$ cat src/rtl/uart_tx_fifo_if.sv
// Byte-write and status bundle between the core and the UART transmit FIFO.
interface uart_tx_fifo_if #(
    parameter int unsigned DEPTH_LOG2 = 4
);
    logic [7:0]          wr_data;
    logic                wrreq;
    logic                full;
    logic [DEPTH_LOG2:0] count;
    logic                overflow;
    logic                busy;
    logic                tx;

    modport master (output wr_data, wrreq, input full, count, overflow, busy, tx);
    modport slave  (input wr_data, wrreq, output full, count, overflow, busy, tx);
endinterface

$ cat src/rtl/uart_tx_fifo.sv
// UART transmitter with a byte FIFO in front: buffers core writes and sends 8N1 frames LSB first.
// Writes arriving while full are dropped and flagged by a sticky overflow bit.
module uart_tx_fifo #(
    parameter int unsigned CLKS_PER_BIT = 434,
    parameter int unsigned DEPTH_LOG2   = 4
) (
    input  logic           clk,
    input  logic           rst_n,
    uart_tx_fifo_if.slave  bus
);
    localparam int unsigned DEPTH = 1 << DEPTH_LOG2;
    localparam int unsigned CW    = DEPTH_LOG2 + 1;
    localparam int unsigned BW    = (CLKS_PER_BIT > 1) ? $clog2(CLKS_PER_BIT) : 1;

    localparam logic [1:0] S_IDLE  = 2'd0;
    localparam logic [1:0] S_START = 2'd1;
    localparam logic [1:0] S_DATA  = 2'd2;
    localparam logic [1:0] S_STOP  = 2'd3;

    logic [1:0]            state_q, state_d;
    logic [BW-1:0]         baud_q, baud_d;
    logic [2:0]            bit_q, bit_d;
    logic [7:0]            shift_q, shift_d;
    logic                  tx_q, tx_d;
    logic                  busy_q, busy_d;
    logic [CW-1:0]         count_q, count_d;
    logic                  full_q, full_d;
    logic                  ovf_q, ovf_d;
    logic [DEPTH_LOG2-1:0] wptr_q, wptr_d;
    logic [DEPTH_LOG2-1:0] rptr_q, rptr_d;
    logic [7:0]            mem_q [DEPTH];

    logic pop;
    logic wr_acc;
    logic baud_exp;
    logic fifo_nonempty;

    // Next-state logic for the serialiser FSM and the FIFO bookkeeping.
    always_comb begin
        state_d  = state_q;
        baud_d   = baud_q;
        bit_d    = bit_q;
        shift_d  = shift_q;
        tx_d     = tx_q;
        pop      = 1'b0;

        baud_exp      = (baud_q == BW'(CLKS_PER_BIT - 1));
        fifo_nonempty = (count_q != '0);

        case (state_q)
            S_IDLE: begin
                tx_d = 1'b1;
                if (fifo_nonempty) begin
                    pop     = 1'b1;
                    shift_d = mem_q[rptr_q];
                    tx_d    = 1'b0;
                    baud_d  = '0;
                    state_d = S_START;
                end
            end
            S_START: begin
                if (baud_exp) begin
                    baud_d  = '0;
                    tx_d    = shift_q[0];
                    bit_d   = '0;
                    state_d = S_DATA;
                end else begin
                    baud_d = baud_q + BW'(1);
                end
            end
            S_DATA: begin
                if (baud_exp) begin
                    baud_d = '0;
                    if (bit_q == 3'd7) begin
                        tx_d    = 1'b1;
                        state_d = S_STOP;
                    end else begin
                        shift_d = shift_q >> 1;
                        tx_d    = shift_q[1];
                        bit_d   = bit_q + 3'd1;
                    end
                end else begin
                    baud_d = baud_q + BW'(1);
                end
            end
            S_STOP: begin
                if (baud_exp) begin
                    baud_d = '0;
                    // Chain straight into the next start bit when more bytes are queued.
                    if (fifo_nonempty) begin
                        pop     = 1'b1;
                        shift_d = mem_q[rptr_q];
                        tx_d    = 1'b0;
                        state_d = S_START;
                    end else begin
                        state_d = S_IDLE;
                    end
                end else begin
                    baud_d = baud_q + BW'(1);
                end
            end
            default: begin
                tx_d    = 1'b1;
                state_d = S_IDLE;
            end
        endcase

        wr_acc  = bus.wrreq & ~full_q;
        count_d = count_q + CW'(wr_acc) - CW'(pop);
        full_d  = (count_d == CW'(DEPTH));
        ovf_d   = ovf_q | (bus.wrreq & full_q);
        wptr_d  = wr_acc ? wptr_q + DEPTH_LOG2'(1) : wptr_q;
        rptr_d  = pop    ? rptr_q + DEPTH_LOG2'(1) : rptr_q;
        busy_d  = (state_d != S_IDLE);
    end

    always_ff @(posedge clk or negedge rst_n) begin
        if (!rst_n) begin
            state_q <= S_IDLE;
            baud_q  <= '0;
            bit_q   <= '0;
            shift_q <= '0;
            tx_q    <= 1'b1;
            busy_q  <= 1'b0;
            count_q <= '0;
            full_q  <= 1'b0;
            ovf_q   <= 1'b0;
            wptr_q  <= '0;
            rptr_q  <= '0;
        end else begin
            state_q <= state_d;
            baud_q  <= baud_d;
            bit_q   <= bit_d;
            shift_q <= shift_d;
            tx_q    <= tx_d;
            busy_q  <= busy_d;
            count_q <= count_d;
            full_q  <= full_d;
            ovf_q   <= ovf_d;
            wptr_q  <= wptr_d;
            rptr_q  <= rptr_d;
        end
    end

    // Storage needs no reset: entries are only read after being written.
    always_ff @(posedge clk) begin
        if (wr_acc) mem_q[wptr_q] <= bus.wr_data;
    end

    assign bus.tx       = tx_q;
    assign bus.busy     = busy_q;
    assign bus.count    = count_q;
    assign bus.full     = full_q;
    assign bus.overflow = ovf_q;
endmodule

$ cat src/flat_wrapper.sv
// flat-port wrapper written by rule: the top's interface ports become plain ports
module uart_tx_fifo_flat 
#(
    parameter int unsigned CLKS_PER_BIT = 434,
    parameter int unsigned DEPTH_LOG2   = 4
)
  (clk, rst_n, bus_wr_data, bus_wrreq, bus_full, bus_count, bus_overflow, bus_busy, bus_tx);
  uart_tx_fifo_if #(.DEPTH_LOG2(DEPTH_LOG2)) bus_i ();
  input  logic clk;
  input  logic rst_n;
  input wire logic [$bits(bus_i.wr_data)-1:0] bus_wr_data;
  input wire logic [$bits(bus_i.wrreq)-1:0] bus_wrreq;
  output wire logic [$bits(bus_i.full)-1:0] bus_full;
  output wire logic [$bits(bus_i.count)-1:0] bus_count;
  output wire logic [$bits(bus_i.overflow)-1:0] bus_overflow;
  output wire logic [$bits(bus_i.busy)-1:0] bus_busy;
  output wire logic [$bits(bus_i.tx)-1:0] bus_tx;
  assign bus_i.wr_data = bus_wr_data;
  assign bus_i.wrreq = bus_wrreq;
  assign bus_full = bus_i.full;
  assign bus_count = bus_i.count;
  assign bus_overflow = bus_i.overflow;
  assign bus_busy = bus_i.busy;
  assign bus_tx = bus_i.tx;
  uart_tx_fifo #(.CLKS_PER_BIT(CLKS_PER_BIT), .DEPTH_LOG2(DEPTH_LOG2)) u_core (.clk(clk), .rst_n(rst_n), .bus(bus_i));
endmodule
$ cat config.mk
export PLATFORM = sky130hd
export DESIGN_NAME = uart_tx_fifo_flat
export DESIGN_NICKNAME = d
export VERILOG_FILES = /design/src/rtl/uart_tx_fifo_if.sv /design/src/rtl/uart_tx_fifo.sv /design/src/flat_wrapper.sv
export SDC_FILE = /design/constraint.sdc
export NUM_CORES = 1
export LEC_CHECK = 0
export CAP_MARGIN = 10
export CORE_MARGIN = 4
export CORE_UTILIZATION = 31
export CTS_CLUSTER_DIAMETER = 30
export DETAILED_ROUTE_END_ITERATION = 8
export REMOVE_ABC_BUFFERS = 1
export SETUP_SLACK_MARGIN = 0.2
export SLEW_MARGIN = 20
export SYNTH_ARGS = -nofsm -noshare
export SYNTH_HDL_FRONTEND = slang
export SYNTH_SLANG_ARGS = --single-unit
$ cat constraint.sdc
create_clock -name clk -period 7.7 [get_ports clk]
set_input_delay 1.155 -clock clk [delete_from_list [all_inputs] [get_ports clk]]
set_output_delay 1.155 -clock clk [all_outputs]
set_load 0.03 [all_outputs]
* After elaboration in Yosys (flattened, before gate mapping) *
Memory sizes are Yosys's and may differ from the RTL's.
Index checks and enable logic that the tools add are counted.

storage, ports and cells
  register bits = 39
  memory bits (writable) = 128
  input bits = 11
  output and inout port bits = 9
  word-level logic and storage cells = 74
  memories = 1

memories
  memory        depth  width  read ports  clocked after memory_dff  write ports  line                text
  u_core.mem_q  16     8      1           0                         1            uart_tx_fifo.sv:31  logic [7:0] mem_q [DEPTH];

cells by class
  $add $sub $neg = 6
  equal/unequal tests = 12
  muxes and demuxes = 31
  bitwise operators = 4
  reductions and logical operators = 9

operators by type and width
  operator                                               count
  two-way mux 8 bit                                      4
  case mux 8 bit (3 select lines)                        1
  two-way mux 9 bit                                      2
  case mux 9 bit (2 select lines)                        1
  AND reduction 4 bit                                    3
  two-way mux 1 bit                                      11
  two-way mux 2 bit                                      5
  inequality test 2 x 1 -> 1 bit, second input constant  5
  adder 9 x 1 -> 9 bit, second input constant            1
  == test 9 bit, second input constant                   1
  two-way mux 3 bit                                      3
  adder 4 x 1 -> 4 bit, second input constant            2
  case mux 2 bit (4 select lines)                        1
  case mux 3 bit (2 select lines)                        1
  adder 5 x 1 -> 5 bit                                   1
  == test 5 bit, second input constant                   1
  nonzero test 5 bit                                     1
  subtractor 5 x 1 -> 5 bit                              1
  == test 2 bit, second input constant                   2
  case mux 1 bit (4 select lines)                        1
  nonzero test 2 bit                                     2
  adder 3 x 1 -> 3 bit, second input constant            1
  == test 3 bit, second input constant                   1
  nonzero test 3 bit                                     1
  8 further kinds                                        9

* Logic depth before layout (Yosys ltp) *
  depth in word-level cells = 6
  mapped depth = 15
  depth with buffers taken out = 15

* Least setup slack after synthesis *
OpenSTA, ideal clock, no wires.

  kind = register to register
  start = reg u_core.count_q[2] (netlist: u_core.bus.count[2])
  end = reg u_core.full_q (netlist: u_core.bus.full)
  setup time = 0.120 ns
  arrival = 3.023 ns
  required time = 7.580 ns
  path slack = 4.557 ns
  stages on the path, launching flop included = 15
  buffers on the path = 0
  clock period less this slack = 3.143 ns
  path through = dfrtp_1 inv_1 ha_1 nor4b_2 nor3b_1 ha_1 inv_1 ha_1 inv_1 fa_1 nand2b_1 a21oi_1 nor2_1 xnor2_1 and3b_1

between the ends
  cells in the longest elaborated chain, start to end = 6
  elaborated cells on any way between the ends = 7
  those cells by class = add/sub (2); eq/ne (1); mux (3); reduce/logical (1)

RTL lines
  what                                 line                                    text
  start, declared                      uart_tx_fifo.sv:26                      logic [CW-1:0] count_q, count_d;
  start signal, assigned               uart_tx_fifo.sv:137                     count_q <= count_d;
  nonzero test 5 bit (*)               uart_tx_fifo.sv:48                      fifo_nonempty = (count_q != '0);
  two-way mux 1 bit (*)                uart_tx_fifo.sv:53, uart_tx_fifo.sv:90
  two-way mux 1 bit                    uart_tx_fifo.sv:87                      if (baud_exp) begin
  case mux 1 bit (2 select lines) (*)  uart_tx_fifo.sv:50                      case (state_q)
  net u_core.pop                       uart_tx_fifo.sv:33                      logic pop;
  subtractor 5 x 1 -> 5 bit (*)        uart_tx_fifo.sv:109                     count_d = count_q + CW'(wr_acc) - CW'(pop);
  net u_core.count_d[4]                uart_tx_fifo.sv:26
  == test 5 bit (*)                    uart_tx_fifo.sv:110                     full_d = (count_d == CW'(DEPTH));
  net u_core.full_d                    uart_tx_fifo.sv:27                      logic full_q, full_d;
  end signal, assigned                 uart_tx_fifo.sv:138                     full_q <= full_d;
  end, declared                        uart_tx_fifo.sv:27

The timed path passes the listed nets; every way through them passes the cells marked *.
A chain may end at the register's enable or synchronous reset.

* Final worst setup path *
  start = reg u_core.baud_q[1]
  end = reg u_core.full_q (netlist: u_core.bus.full)

between the ends
  cells in the longest elaborated chain, start to end = 5

RTL lines
  what                             line                 text
  start, declared                  uart_tx_fifo.sv:21   logic [BW-1:0] baud_q, baud_d;
  start signal, assigned           uart_tx_fifo.sv:132  baud_q <= baud_d;
  == test 9 bit                    uart_tx_fifo.sv:47   baud_exp = (baud_q == BW'(CLKS_PER_BIT - 1));
  two-way mux 1 bit                uart_tx_fifo.sv:87
  case mux 1 bit (2 select lines)  uart_tx_fifo.sv:50
  net u_core.pop                   uart_tx_fifo.sv:33
  subtractor 5 x 1 -> 5 bit        uart_tx_fifo.sv:109
  net u_core.count_d[4]            uart_tx_fifo.sv:26
  == test 5 bit                    uart_tx_fifo.sv:110
  net u_core.full_d                uart_tx_fifo.sv:27

The timed path passes the listed nets, and every way through them passes these cells.

==> reports/metrics.yaml <==
status: "finished, final reports clean"
yosys_warnings: 0
start_util: 0.316
cp_slowest_cell: "nor3b_1"
rsz0062_at_grt: "false"
synth.avg_cell_area_um2: 15.6
hpwlAfterDp_um: 9380
crit_path_start_kind: "flop"
finalCriticalPeriod_ns: 3.50
die_h_um: 160
grt_pass1_wl_um: 22500
drive_above_1_share: 0.147
ios: 20
globalplace.congestion: 0.789
worst_pin_slew_ns: 0.986
wl_per_cell_um: 18.2
ys.flop_type: "edfxtp_1"
top_layer: "met4"
finalWorstSetupSlack_ns: 4.20
firstDrtPassIters: 5
cts_resized: 0
fin_tns_setup_ns: 0
cts_sinks: 167
slowest_delay_ns: 0.65
netlist_area_um2: 7150
die_w_um: 160
grt-ovfl-total: 0
met3_length_um: 580
skew_ns: 0.00918
path_class: "reg2reg"
max_cap_violations: 0
rows: 55
slew_headroom: 0.341
numCtsBuffers: 17
drc_errors: 0
grt_pass1_vias: 4063
drt_iter0_drc: 255
track_usage: 0.114
vias_per_cell: 4.99
cp_max_fo: 5
ir_drop_uv: 163
grt_max_degree: 50
cp-end-kind: "flop"
postCtsSetupRepairBufs: 0
clk_pin_slew_ns: 0.07
seq_area_frac_synth: 0.675
cts_buffer_depth: 2
route.met2.wl_um: 6950
path_delay_family: "simple AND/OR/NAND/NOR gates"
fin_crit_sh: 0.455
htreeDepth: 4
syn_to_final_growth_pct: 14.4
num-fill-cells: 2062
dieArea_um2: 25500
cts_tree: "done"
synth_edf_count: 128
antenna_found_initial: 0
routed_wirelength_um: 14100
finalSetupViolCount: 0
power_density_nw_per_um2: 281
slew_viol_final: 0
synthCells: 459
cp.required_ns: 8.01
wl_met1_um: 6500
cp_data_arrival_time_ns: 3.81
pre_cts_slack_ns: 3.88
cts_root_buf: "clkbuf_16"
n_antenna_cell: 0
ctsHoldBuffers: 0
fmaxAchievable_mhz: 286
vias: 3870
port_buffers: 19
async_flop_share: 0.234
clock_latency_ns: 0.42
finalPower_mw: 2.29
p_leak_nw: 3.01
ys_ff_latch: 167
ant_nets: 0
hold_path_class: "reg2reg"
core_area_um2: 22600
critPathBufInv: 3
path_cells: "inv_1 > ha_1 > nand4b_1 > o31ai_1 > nor3b_1 > ha_1 > inv_1 > ha_1 > inv_1 > fa_1 > nand2b_1 > a21oi_1 > nor2_1 > xnor2_1 > and3b_1"
finalHoldViolCount: 0
synth_cell_types: 48
nNetsFinal: 510
flip-flops by register name, summed over array words and instances, names as in the netlist:
name and count:
u_core.baud_q 9, u_core.bit_q 3, u_core.bus.busy 1, u_core.bus.count 5, u_core.bus.full 1, u_core.bus.overflow 1
u_core.bus.tx 1, u_core.mem_q 128, u_core.rptr_q 4, u_core.shift_q 8, u_core.state_q 2, u_core.wptr_q 4
metrics by stage:
stage           util  hold slack (ns)  cell area (µm²)  std cells
4_1_cts        0.360            0.474             8160        776
2_1_floorplan      -            0.473             7040        439
3_3_place_gp   0.335            0.438             7590        744
3_5_place_dp   0.335            0.459             7590        744
5_1_grt        0.361            0.491             8180        776
6_report       0.361            0.464             8180        776
report_power, final:
| part | leakage (nW) | switching, mW | total (mW) | internal, mW |
|---|---|---|---|---|
| logic | 1.11 | 0.214 | 0.349 | 0.135 |
| clock network | 0.266 | 0.350 | 0.809 | 0.459 |
| registers | 1.63 | 0.0568 | 1.14 | 1.08 |
| total | 3.01 | 0.621 | 2.29 | 1.67 |
cell families after synthesis:
logic type	Yosys count	synth area share
AO/OA/AOI/OAI	75	0.0706
XOR/XNOR	11	0.0135
adder cells (fa/ha/maj)	21	0.0378
buffers and inverters	40	0.0249
flip-flops	167	0.675
multiplexers	58	0.117
AND/OR/NAND/NOR	87	0.0620
cells in the mapped netlist (all sizes together), types with 3 or more instances:
library cell,n,share of area
ha,20,0.035
o21ai,26,0.018
a22oi,8,0.0084
mux2,9,0.015
a21o,3,0.0033
clkbuf,12,0.0063
a31oi,6,0.0053
buf,8,0.0081
mux4,19,0.060
edfxtp,128,0.54
and3,5,0.0046
nand2,27,0.014
nand3,6,0.0042
inv,19,0.010
mux2i,30,0.042
and2,3,0.0026
a21oi,9,0.0079
nor2,25,0.013
nand2b,4,0.0035
a221oi,14,0.017
dfrtp,38,0.13
nor3,6,0.0042
xnor2,8,0.0098
xor2,3,0.0037
worst register-to-register path, delay by kind of cell, from the launching register on:
| kind | cells | cell delay [ns] |
|---|---|---|
| adder cells (fa/ha/maj) | 4 | 1.06 |
| AO/OA/AOI/OAI | 2 | 0.37 |
| AND/OR/NAND/NOR | 5 | 1.21 |
| buffers and inverters | 3 | 0.21 |
| XOR/XNOR | 1 | 0.13 |
| flip-flops | 1 | 0.41 |
layout by cell type (no fill, tap or decap), drive strengths merged, types with 2 or more instances in the layout:
master         count
o31ai              2
nor2b              2
clkinv             3
nor3               6
clkinvlp           4
mux2i             30
o21ai             26
clkbuf            20
ha                20
a221oi            14
nor3b              2
inv               24
a22oi              8
mux4              19
and3               5
nand2b             4
xor2               3
nand3              6
a21o               3
a22o               2
mux2               9
clkdlybuf4s50     18
and2               3
nor2              25
o22ai              2
edfxtp           128
a21oi              9
dfrtp             38
a31oi              6
xnor2              8
buf                2
nand2             27
layout make-up:
class / count / area, µm² / area share
Clock buffer: 20 / 447 / 0.0546
Clock inverter: 12 / 116 / 0.0142
Inverter: 20 / 75.1 / 0.00918
Multi-Input combinational cell: 252 / 2170 / 0.265
Sequential cell: 167 / 4820 / 0.590
Tap cell: 285 / 357 / 0.0436
Timing Repair Buffer: 20 / 193 / 0.0236
worst paths after layout:
check | start | slack [ns] | cells past startpoint | end
max | u_core.baud_q[1] | 4.20 | 15 | u_core.bus.full
min | u_core.bus.overflow | 0.46 | 1 | u_core.bus.overflow
max reg2reg | u_core.baud_q[1] | 4.20 | 15 | u_core.bus.full
min reg2reg | u_core.bus.overflow | 0.46 | 1 | u_core.bus.overflow
max in group asynchronous | rst_n | 6.21 | 1 | u_core.rptr_q[0]
min in group asynchronous | rst_n | 0.87 | 1 | u_core.bit_q[0]
routing by layer:
| metal | up-vias | track usage |
|---|---|---|
| li1 | 1800 | - |
| met1 | 1993 | 0.151 |
| met2 | 70 | 0.187 |
| met3 | 7 | 0.0330 |
| met4 | 0 | 0.0227 |
| met5 | - | 0 |
(Power assumes the default switching activity.)
